### src/rtl/pipe_run_ctrl.sv
// rtl/pipe_run_ctrl.sv - debug run/step/breakpoint controller for the pipeline
// Gates the pipeline enable from debug commands and a single PC breakpoint.
module pipe_run_ctrl #(
  parameter int STEP_W = 16
) (
  input  logic        clk_cpu,
  input  logic        rstn,
  input  logic        cmd_valid,
  output logic        cmd_ready,
  input  logic [1:0]  cmd_op,
  input  logic [31:0] cmd_arg,
  input  logic [31:0] pc,
  input  logic        pcsrc,
  output logic        cpu_en,
  output logic        flush,
  output logic        halted,
  output logic        bp_hit,
  output logic [31:0] retired
);

  typedef enum logic [1:0] {
    S_HALT = 2'd0,
    S_RUN  = 2'd1,
    S_STEP = 2'd2
  } state_t;

  localparam logic [1:0] OP_STOP   = 2'b00;
  localparam logic [1:0] OP_RUN    = 2'b01;
  localparam logic [1:0] OP_STEP   = 2'b10;
  localparam logic [1:0] OP_SET_BP = 2'b11;

  state_t            state, state_nxt;
  logic [STEP_W-1:0] step_cnt, step_cnt_nxt;
  logic [STEP_W-1:0] step_n;
  logic [31:0]       bp_addr;
  logic              bp_valid;
  logic              bp_skip, bp_skip_nxt;
  logic              bp_hit_nxt;
  logic              flush_pend;
  logic              accept;
  logic              match;

  assign cmd_ready = (state != S_STEP) || (cmd_op == OP_STOP);
  assign accept    = cmd_valid & cmd_ready;
  assign step_n    = cmd_arg[STEP_W-1:0];
  assign match     = bp_valid & (pc == bp_addr) & ~bp_skip;
  assign cpu_en    = (state != S_HALT) & ~match;
  assign flush     = cpu_en & (pcsrc | flush_pend);
  assign halted    = (state == S_HALT);

  always_ff @(posedge clk_cpu or negedge rstn) begin
    if (!rstn) begin
      state    <= S_HALT;
      step_cnt <= '0;
      bp_hit   <= 1'b0;
      bp_skip  <= 1'b0;
    end else begin
      state    <= state_nxt;
      step_cnt <= step_cnt_nxt;
      bp_hit   <= bp_hit_nxt;
      bp_skip  <= bp_skip_nxt;
    end
  end

  always_comb begin
    state_nxt    = state;
    step_cnt_nxt = step_cnt;
    bp_hit_nxt   = bp_hit;
    bp_skip_nxt  = bp_skip;
    if (cpu_en) bp_skip_nxt = 1'b0;
    case (state)
      S_HALT: begin
        if (accept && cmd_op == OP_RUN) begin
          state_nxt   = S_RUN;
          bp_hit_nxt  = 1'b0;
          bp_skip_nxt = 1'b1;
        end else if (accept && cmd_op == OP_STEP && step_n != '0) begin
          state_nxt    = S_STEP;
          step_cnt_nxt = step_n;
          bp_hit_nxt   = 1'b0;
          bp_skip_nxt  = 1'b1;
        end
      end
      S_RUN: begin
        if (accept && cmd_op == OP_STOP) begin
          state_nxt    = S_HALT;
          step_cnt_nxt = '0;
        end else if (accept && cmd_op == OP_STEP) begin
          if (step_n == '0) begin
            state_nxt    = S_HALT;
            step_cnt_nxt = '0;
          end else begin
            state_nxt    = S_STEP;
            step_cnt_nxt = step_n;
            bp_skip_nxt  = 1'b1;
          end
        end
      end
      S_STEP: begin
        if (accept && cmd_op == OP_STOP) begin
          state_nxt    = S_HALT;
          step_cnt_nxt = '0;
        end else if (cpu_en) begin
          if (step_cnt == STEP_W'(1)) begin
            state_nxt    = S_HALT;
            step_cnt_nxt = '0;
          end else begin
            step_cnt_nxt = step_cnt - STEP_W'(1);
          end
        end
      end
      default: state_nxt = S_HALT;
    endcase
    // A breakpoint stall outranks every command and the last step.
    if (match && state != S_HALT) begin
      state_nxt    = S_HALT;
      step_cnt_nxt = '0;
      bp_hit_nxt   = 1'b1;
      bp_skip_nxt  = 1'b0;
    end
  end

  always_ff @(posedge clk_cpu or negedge rstn) begin
    if (!rstn) begin
      bp_addr  <= '0;
      bp_valid <= 1'b0;
    end else if (accept && cmd_op == OP_SET_BP) begin
      if (cmd_arg[1:0] == 2'b00) begin
        bp_addr  <= cmd_arg;
        bp_valid <= 1'b1;
      end else begin
        bp_valid <= 1'b0;
      end
    end
  end

  // Pending branch flush survives halted cycles until the next enabled cycle.
  always_ff @(posedge clk_cpu or negedge rstn) begin
    if (!rstn) begin
      flush_pend <= 1'b0;
      retired    <= '0;
    end else if (cpu_en) begin
      flush_pend <= pcsrc;
      retired    <= retired + 32'd1;
    end
  end

endmodule

### config.mk
export PLATFORM = sky130hd
export DESIGN_NAME = pipe_run_ctrl
export DESIGN_NICKNAME = d
export VERILOG_FILES = /design/src/rtl/pipe_run_ctrl.sv
export SDC_FILE = /design/constraint.sdc
export NUM_CORES = 1
export LEC_CHECK = 0
export ABC_AREA = 1
export BUFFER_PORTS_ARGS = -buffer_cell sky130_fd_sc_hd__buf_2
export CORE_ASPECT_RATIO = 1.1
export CORE_MARGIN = 1
export CORE_UTILIZATION = 30
export CTS_BUF_LIST = sky130_fd_sc_hd__clkbuf_2
export DETAILED_ROUTE_END_ITERATION = 10
export GPL_TIMING_DRIVEN = 0
export PLACE_DENSITY = 0.59
export REMOVE_ABC_BUFFERS = 1
export SLEW_MARGIN = 30
export SYNTH_ARGS = -nofsm -noshare
export SYNTH_HDL_FRONTEND = slang
export SYNTH_SLANG_ARGS = --single-unit
### constraint.sdc
create_clock -name clk_cpu -period 2.37 [get_ports clk_cpu]
set_clock_uncertainty 0.05 [all_clocks]
set_input_delay 0.3555 -clock clk_cpu [delete_from_list [all_inputs] [get_ports clk_cpu]]
set_output_delay 0.3555 -clock clk_cpu [all_outputs]
set_load 0.01 [all_outputs]
==> impl_metrics.ini, run 1 <==
[global_route]
grt_max_degree = 57
use_met1_pct = 22.9
grt_overflow = 0
use_met3_pct = 2.93
grt_use_met2_pct = 31.0
grt_pass1_wl_mm = 27.9
top_usage_layer = met2
grt_pass1_vias = 5573
antenna_found_initial = 1
grt_usage_pct = 18.2

[worst_setup_path]
critical_path.startpoint_type = register
crit_top_cell = nand2_1
worst-path-max-fanout = 4
arrival_ns = 2.18
path_cells = nand2_1 -> nand2_2 -> nor2_2 -> nand2_1 -> nor2_1 -> nand2_1 -> nor2_4 -> a21oi_4 -> nand2_1 -> o21ai_1 -> buf_2
crit_path_end_kind = output port
slowest_stage = dfrtp_1
path_delay_family = simple AND/OR/NAND/NOR gates
critPathKind = register to output port
cp.required_ns = 1.96
cp_slowest_stage_delay_ns = 0.46
crit_buf_inv = 1

[yosys]
synth_area_mm2 = 0.00575
synthTopCellsByArea = dfrtp_1 37%, nand2_1 25%, inv_1 7.3%
synth_top_cell_by_area = dfrtp_1
ys_types = 32
ys_seq_area_share_pct = 37.4
synth_edf_count = 0
synthFlopType = dfrtp_1
ys_async_sr_fraction_pct = 100
avgSynthCellArea_um2 = 6.47
netlist_instances = 890
yosys_register_bits = 86
yosys_warnings = 0
synth_top_area_share_pct = 37.4

[route]
vias = 5825
ant_nets = 0
drtIter0Drc = 318
via_per_inst = 4.52
wl_per_cell_um = 13.4
firstDrtPassIters = 5
wl_mm = 17.3
route.detailed.drc = 0

[cells_and_area]
multi_input_comb_area_mm2 = 0.00315
fillers = 2039
post-route-util_pct = 38.8
seq_area_mm2 = 0.00215
drive_gt1_share_pct = 16.9
instances_no_fill = 1290
layout.nets = 1117
area.growth.synth_to_final_pct = 25.6

[power]
switchingPower_mw = 3.23
p_per_area_mw_per_mm2 = 923
seqPwrFrac_pct = 34.8
switching_share_pct = 48.5
power_frac_comb_pct = 52.9
cell_internal_pwr_mw = 3.44
pwr-share-clk_pct = 12.3
cellLeakagePower_nw = 3.94
total_power_mw = 6.67
worst_ir_drop_vdd_uv = 384

[run_status]
violations = setup timing
status = finished with violations

[sta]
setup-tns-final_ns = -1.20
report.final.slew_viol_count = 0
max_freq_mhz = 387
setup_viol = 18
timing.final.crit_share_pct = 109
period_needed_ns = 2.59
slew_headroom_pct = 52.9
rsz0062_at_grt = yes
hold_violations = 0
layout_setup_ws_ns = -0.216
worstMarginPinSlew_ns = 0.704

[placed_design]
place_inst = 1223
portBuffers = 106
dp_hpwl_mm = 12.5
place_congestion = 0.879

[die]
io_pins = 107
die_w_um = 134
die_area_mm2 = 0.0197
coreArea_mm2 = 0.0186
fp.dieH_um = 147
num_rows = 52
start_util_pct = 30.9

[cts]
cts_buffer_depth = 2
htreeDepth = 3
cts_buffers = 9
cts_root_buf = clkbuf_2
clk_pin_slew_ns = 0.27
clock-sinks = 86
insertion_delay_ns = 0.62
cts_tree = yes

[hold_path]
min_path_type = input pin to asynchronous set/reset pin

[run]
cap_viol_max_count = 0
## power groups by stage
stage	clock network (mW)	registers (mW)	logic, mW
after CTS	0.844	2.32	3.49
after detailed placement	0	2.35	3.23
final	0.822	2.32	3.53
after floorplan	0	2.29	2.34
after global placement	0	2.33	3.17
after global routing	0.912	2.39	4.04
## routing by layer
| layer | share of wire (%) | vias to the layer above |
|---|---|---|
| met1 | 46 | 2634 |
| li1 | - | 3041 |
| met3 | 4.2 | 29 |
| met5 | 0 | - |
| met2 | 47 | 121 |
| met4 | 2.6 | 0 |
## cells in the mapped netlist (2+ instances only)
library cell / n
xnor2_1: 9
ha_1: 6
buf_4: 2
nand4_1: 35
nand3_1: 27
nand3b_1: 4
nor2_2: 2
nor3_1: 20
nor2_1: 91
xor2_1: 32
inv_2: 3
buf_2: 7
o21ai_0: 36
inv_1: 112
or2_2: 3
clkbuf_1: 8
nand2_1: 378
clkinv_1: 10
nand2_2: 2
dfrtp_1: 86
nor4_1: 5
nand3_4: 2
## kinds of logic (layout without fill, tap and decap cells)
group | Yosys count | count (layout) | share of synthesized area (%)
simple gates | 572 | 573 | 41.4
buf+inv | 143 | 297 | 9.74
flops | 86 | 86 | 37.4
compound gates | 42 | 43 | 3.89
xor+xnor | 41 | 41 | 6.24
fa+ha+maj | 6 | 6 | 1.30
other cells | 0 | 1 | 0
## state kept, by name, summed over array words and instances (netlist names)
signal,cells
bp_valid,1
bp_skip,1
bp_hit,1
retired,32
step_cnt,16
state,2
bp_addr,32
flush_pend,1
## final timing paths
check / start / endpoint / slack [ns] / depth (start not counted)
worst max register to register: state[0] / step_cnt[10] / -0.06 / 10
max in group asynchronous: rstn / retired[26] / 1.55 / 3
min in group clk_cpu: cmd_arg[1] / step_cnt[1] / 0.10 / 7
worst min-delay path: rstn / bp_addr[26] / 0.1 / 2
worst min register to register: retired[30] / retired[30] / 0.47 / 1
worst max-delay path: bp_addr[26] / flush / -0.22 / 11
## metrics by stage
stage	cell area [um2]	worst slack (ns)	hold slack, ns
2_1_floorplan	5660	-0.643	0.00991
3_3_place_gp	6500	-2.13	0.426
3_5_place_dp	6570	-0.141	0.219
4_1_cts	7160	-0.258	0.0617
5_1_grt	7230	-0.403	0.0731
6_report	7230	-0.216	0.0966
## area by class of cell
class                           instances  area share (%)
Antenna cell                            1          0.0346
Clock buffer                           12           0.831
Clock inverter                          4           0.658
Inverter                              125            6.55
Multi-Input combinational cell        663            43.7
Sequential cell                        86            29.8
Tap cell                              243            4.21
Timing Repair Buffer                  156            14.3
## layout by cell type, fill, tap and decap left out, drive strengths merged
| cell | count |
|---|---|
| xnor2 | 9 |
| clkbuf | 12 |
| inv | 114 |
| clkinv | 13 |
| a21oi | 3 |
| ha | 6 |
| o21ai | 36 |
| nand3 | 29 |
| nor3 | 20 |
| nand2 | 382 |
| a211oi | 1 |
| clkinvlp | 1 |
| buf | 124 |
| and3 | 1 |
| dfrtp | 86 |
| xor2 | 32 |
| o221ai | 1 |
| nand4 | 35 |
| bufinv | 1 |
| nor2 | 94 |
| o31ai | 1 |
| dlygate4sd3 | 32 |
| diode | 1 |
| nor4 | 5 |
| nand3b | 4 |
| a31oi | 1 |
| or2 | 3 |
## what timing repair did
| action | in CTS | in global routing |
|---|---|---|
| hold buffers | 32 | 0 |
| hold endpoints to repair | 117 | 0 |
| pin swaps | 8 | 9 |
| setup buffers | 11 | 5 |
| setup endpoints to repair | 18 | 18 |
| resized for setup | 16 | 11 |
| cloned | 2 | 0 |
Note: power is estimated with default switching activity, not from simulation.
==> run 2: changes to the inputs <==
CELL_PAD_IN_SITES_DETAIL_PLACEMENT = 2   (was not set)
CELL_PAD_IN_SITES_GLOBAL_PLACEMENT = 2   (was not set)
PLACE_DENSITY = 0.91   (was 0.59)
clock period = 2.7 ns   (was 2.37 ns; I/O delays follow)
==> run 2 against run 1 <==
  * The run still ends with setup timing left
  * Largest cell class unchanged
  * Global-route usage up 7.8 points
  * Cell area grew 1.1%
  * Clock power is 13% lower
  * First-iteration DRC count decreased by 26%
==> impl_metrics.ini, run 2 (same netlist as run 1, synthesis figures left out) <==
[cells_and_area]
fillers = 2271
layout_commonest_cell = nand2_1
multi_input_comb_area_mm2 = 0.00321
seq_area_mm2 = 0.00215
area.growth.synth_to_final_pct = 27.0
drive_gt1_share_pct = 19.5
layout.nets = 1121
top_regs = bp_addr x32, retired x32, step_cnt x16
final_cell_mix = 352 x nand2_1, 107 x inv_1, 105 x buf_2, 86 x dfrtp_1, 81 x nor2_1

[sta]
timing.final.crit_share_pct = 106
report.final.slew_viol_count = 0
max_freq_mhz = 350
worstMarginPinSlew_ns = 0.797
layout_setup_ws_ns = -0.156
hold_violations = 0
setup-tns-final_ns = -1.51
holdWs_ns = 0.0149
rsz0062_at_grt = yes
setup_viol = 20
slew_headroom_pct = 46.7
period_needed_ns = 2.86

[die]
coreArea_mm2 = 0.0186
start_util_pct = 30.9
io_pins = 107
die_area_mm2 = 0.0197
fp.dieH_um = 147
num_rows = 52
die_w_um = 134

[route]
via_per_inst = 5.07
route.detailed.drc = 0
drtIter0Drc = 236
vias = 6558
ant_nets = 0
wl_mm = 25.5
firstDrtPassIters = 4
wl_per_cell_um = 19.7

[cts]
htreeDepth = 3
cts_buffer_depth = 2
insertion_delay_ns = 0.66
cts_root_buf = clkbuf_2
clk_pin_slew_ns = 0.29
cts_tree = yes
clock-sinks = 86
cts_buffers = 9

[run_status]
status = finished with violations
violations = setup timing

[worst_setup_path]
crit_top_cell = inv_1
critical_path.startpoint_type = register
path_cells = inv_1 -> ha_2 -> inv_1 -> nand2_8 -> o21ai_2 -> buf_2
cp_slowest_stage_delay_ns = 0.51
slowest_stage = dfrtp_1
cp.required_ns = 2.25
crit_path_end_kind = output port
arrival_ns = 2.40
critPathKind = register to output port
worst-path-max-fanout = 10

[global_route]
grt_pass1_vias = 7388
grt_pass1_wl_mm = 39.4
antenna_found_initial = 1
grt_max_degree = 61
grt_overflow = 0
grt_usage_pct = 26.0

[placed_design]
portBuffers = 106
place_congestion = 0.807
dp_hpwl_mm = 16.7

[power]
worst_ir_drop_vdd_uv = 350
cellLeakagePower_nw = 3.94
p_per_area_mw_per_mm2 = 888

[hold_path]
min_path_type = input pin to register

[run]
cap_viol_max_count = 0
run 2: cell types whose count changed in the layout (fill, tap and decap cells not counted), sizes merged:
cell         change
dlygate4sd3      -1
clkinvlp         +1
inv              +4
buf              +5
clkbuf           -3
clkinv           -1
bufinv           -1
run 2: per-layer routing:
| metal | vias to the layer above | global-route usage [%] | share of wire, % |
|---|---|---|---|
| li1 | 3044 | - | - |
| met1 | 3292 | 30.5 | 42 |
| met2 | 176 | 47.7 | 52 |
| met3 | 46 | 3.55 | 3.5 |
| met4 | 0 | 9.49 | 2.5 |
| met5 | - | 0 | 0 |
run 2: final timing paths:
kind                        startpoint      endpoint  slack, ns  cells past startpoint
setup / recovery              state[0]         flush      -0.16                      6
hold / removal             cmd_arg[11]   bp_addr[11]       0.01                      3
setup reg to reg              state[0]  step_cnt[15]      -0.13                     10
hold reg to reg            retired[30]   retired[30]       0.49                      1
max in group asynchronous         rstn  step_cnt[14]       1.85                      3
min in group asynchronous         rstn    retired[2]       0.07                      2
run 2: repair_timing:
action,in CTS,in global routing
gates cloned,2,0
gates resized for setup,16,36
hold endpoints to repair,116,0
pin swaps,12,15
endpoints found under the setup margin,2,21
hold buffers,31,0
setup buffers,18,3
run 2: final cells by class:
type	count	share of cell area [%]
inverter	125	6.46
sequential	86	29.5
clock inverter	7	0.771
tap	243	4.16
multi-input combinational	663	43.9
clock buffer	9	0.617
timing repair buffer	160	14.6
antenna	1	0.0343
run 2: where the power goes:
group | leakage [nW] | internal [mW] | total, mW | switching (mW)
Combinational | 2.79 | 1.15 | 3.65 | 2.50
Sequential | 1.09 | 1.71 | 2.12 | 0.408
Clock | 0.0585 | 0.134 | 0.719 | 0.585
run 2: worst max-delay path, delay by kind of cell, from the launching register on:
family	cells	cell delay, ns
flops	1	0.51
compound gates	1	0.15
fa+ha+maj	1	0.31
simple gates	1	0.09
buf+inv	3	0.70
run 2: through the flow:
stage	instances	util [%]	cell area, um2	total power [mW]	setup slack [ns]
5_1_grt	1294	39.3	7310	6.94	-0.271
3_3_place_gp	1221	34.9	6500	4.89	-1.84
4_1_cts	1290	38.6	7190	6.16	-0.144
2_1_floorplan	872	-	5660	4.06	-0.313
6_report	1294	39.3	7310	6.49	-0.156
3_5_place_dp	1223	35.3	6570	5.18	0.0235
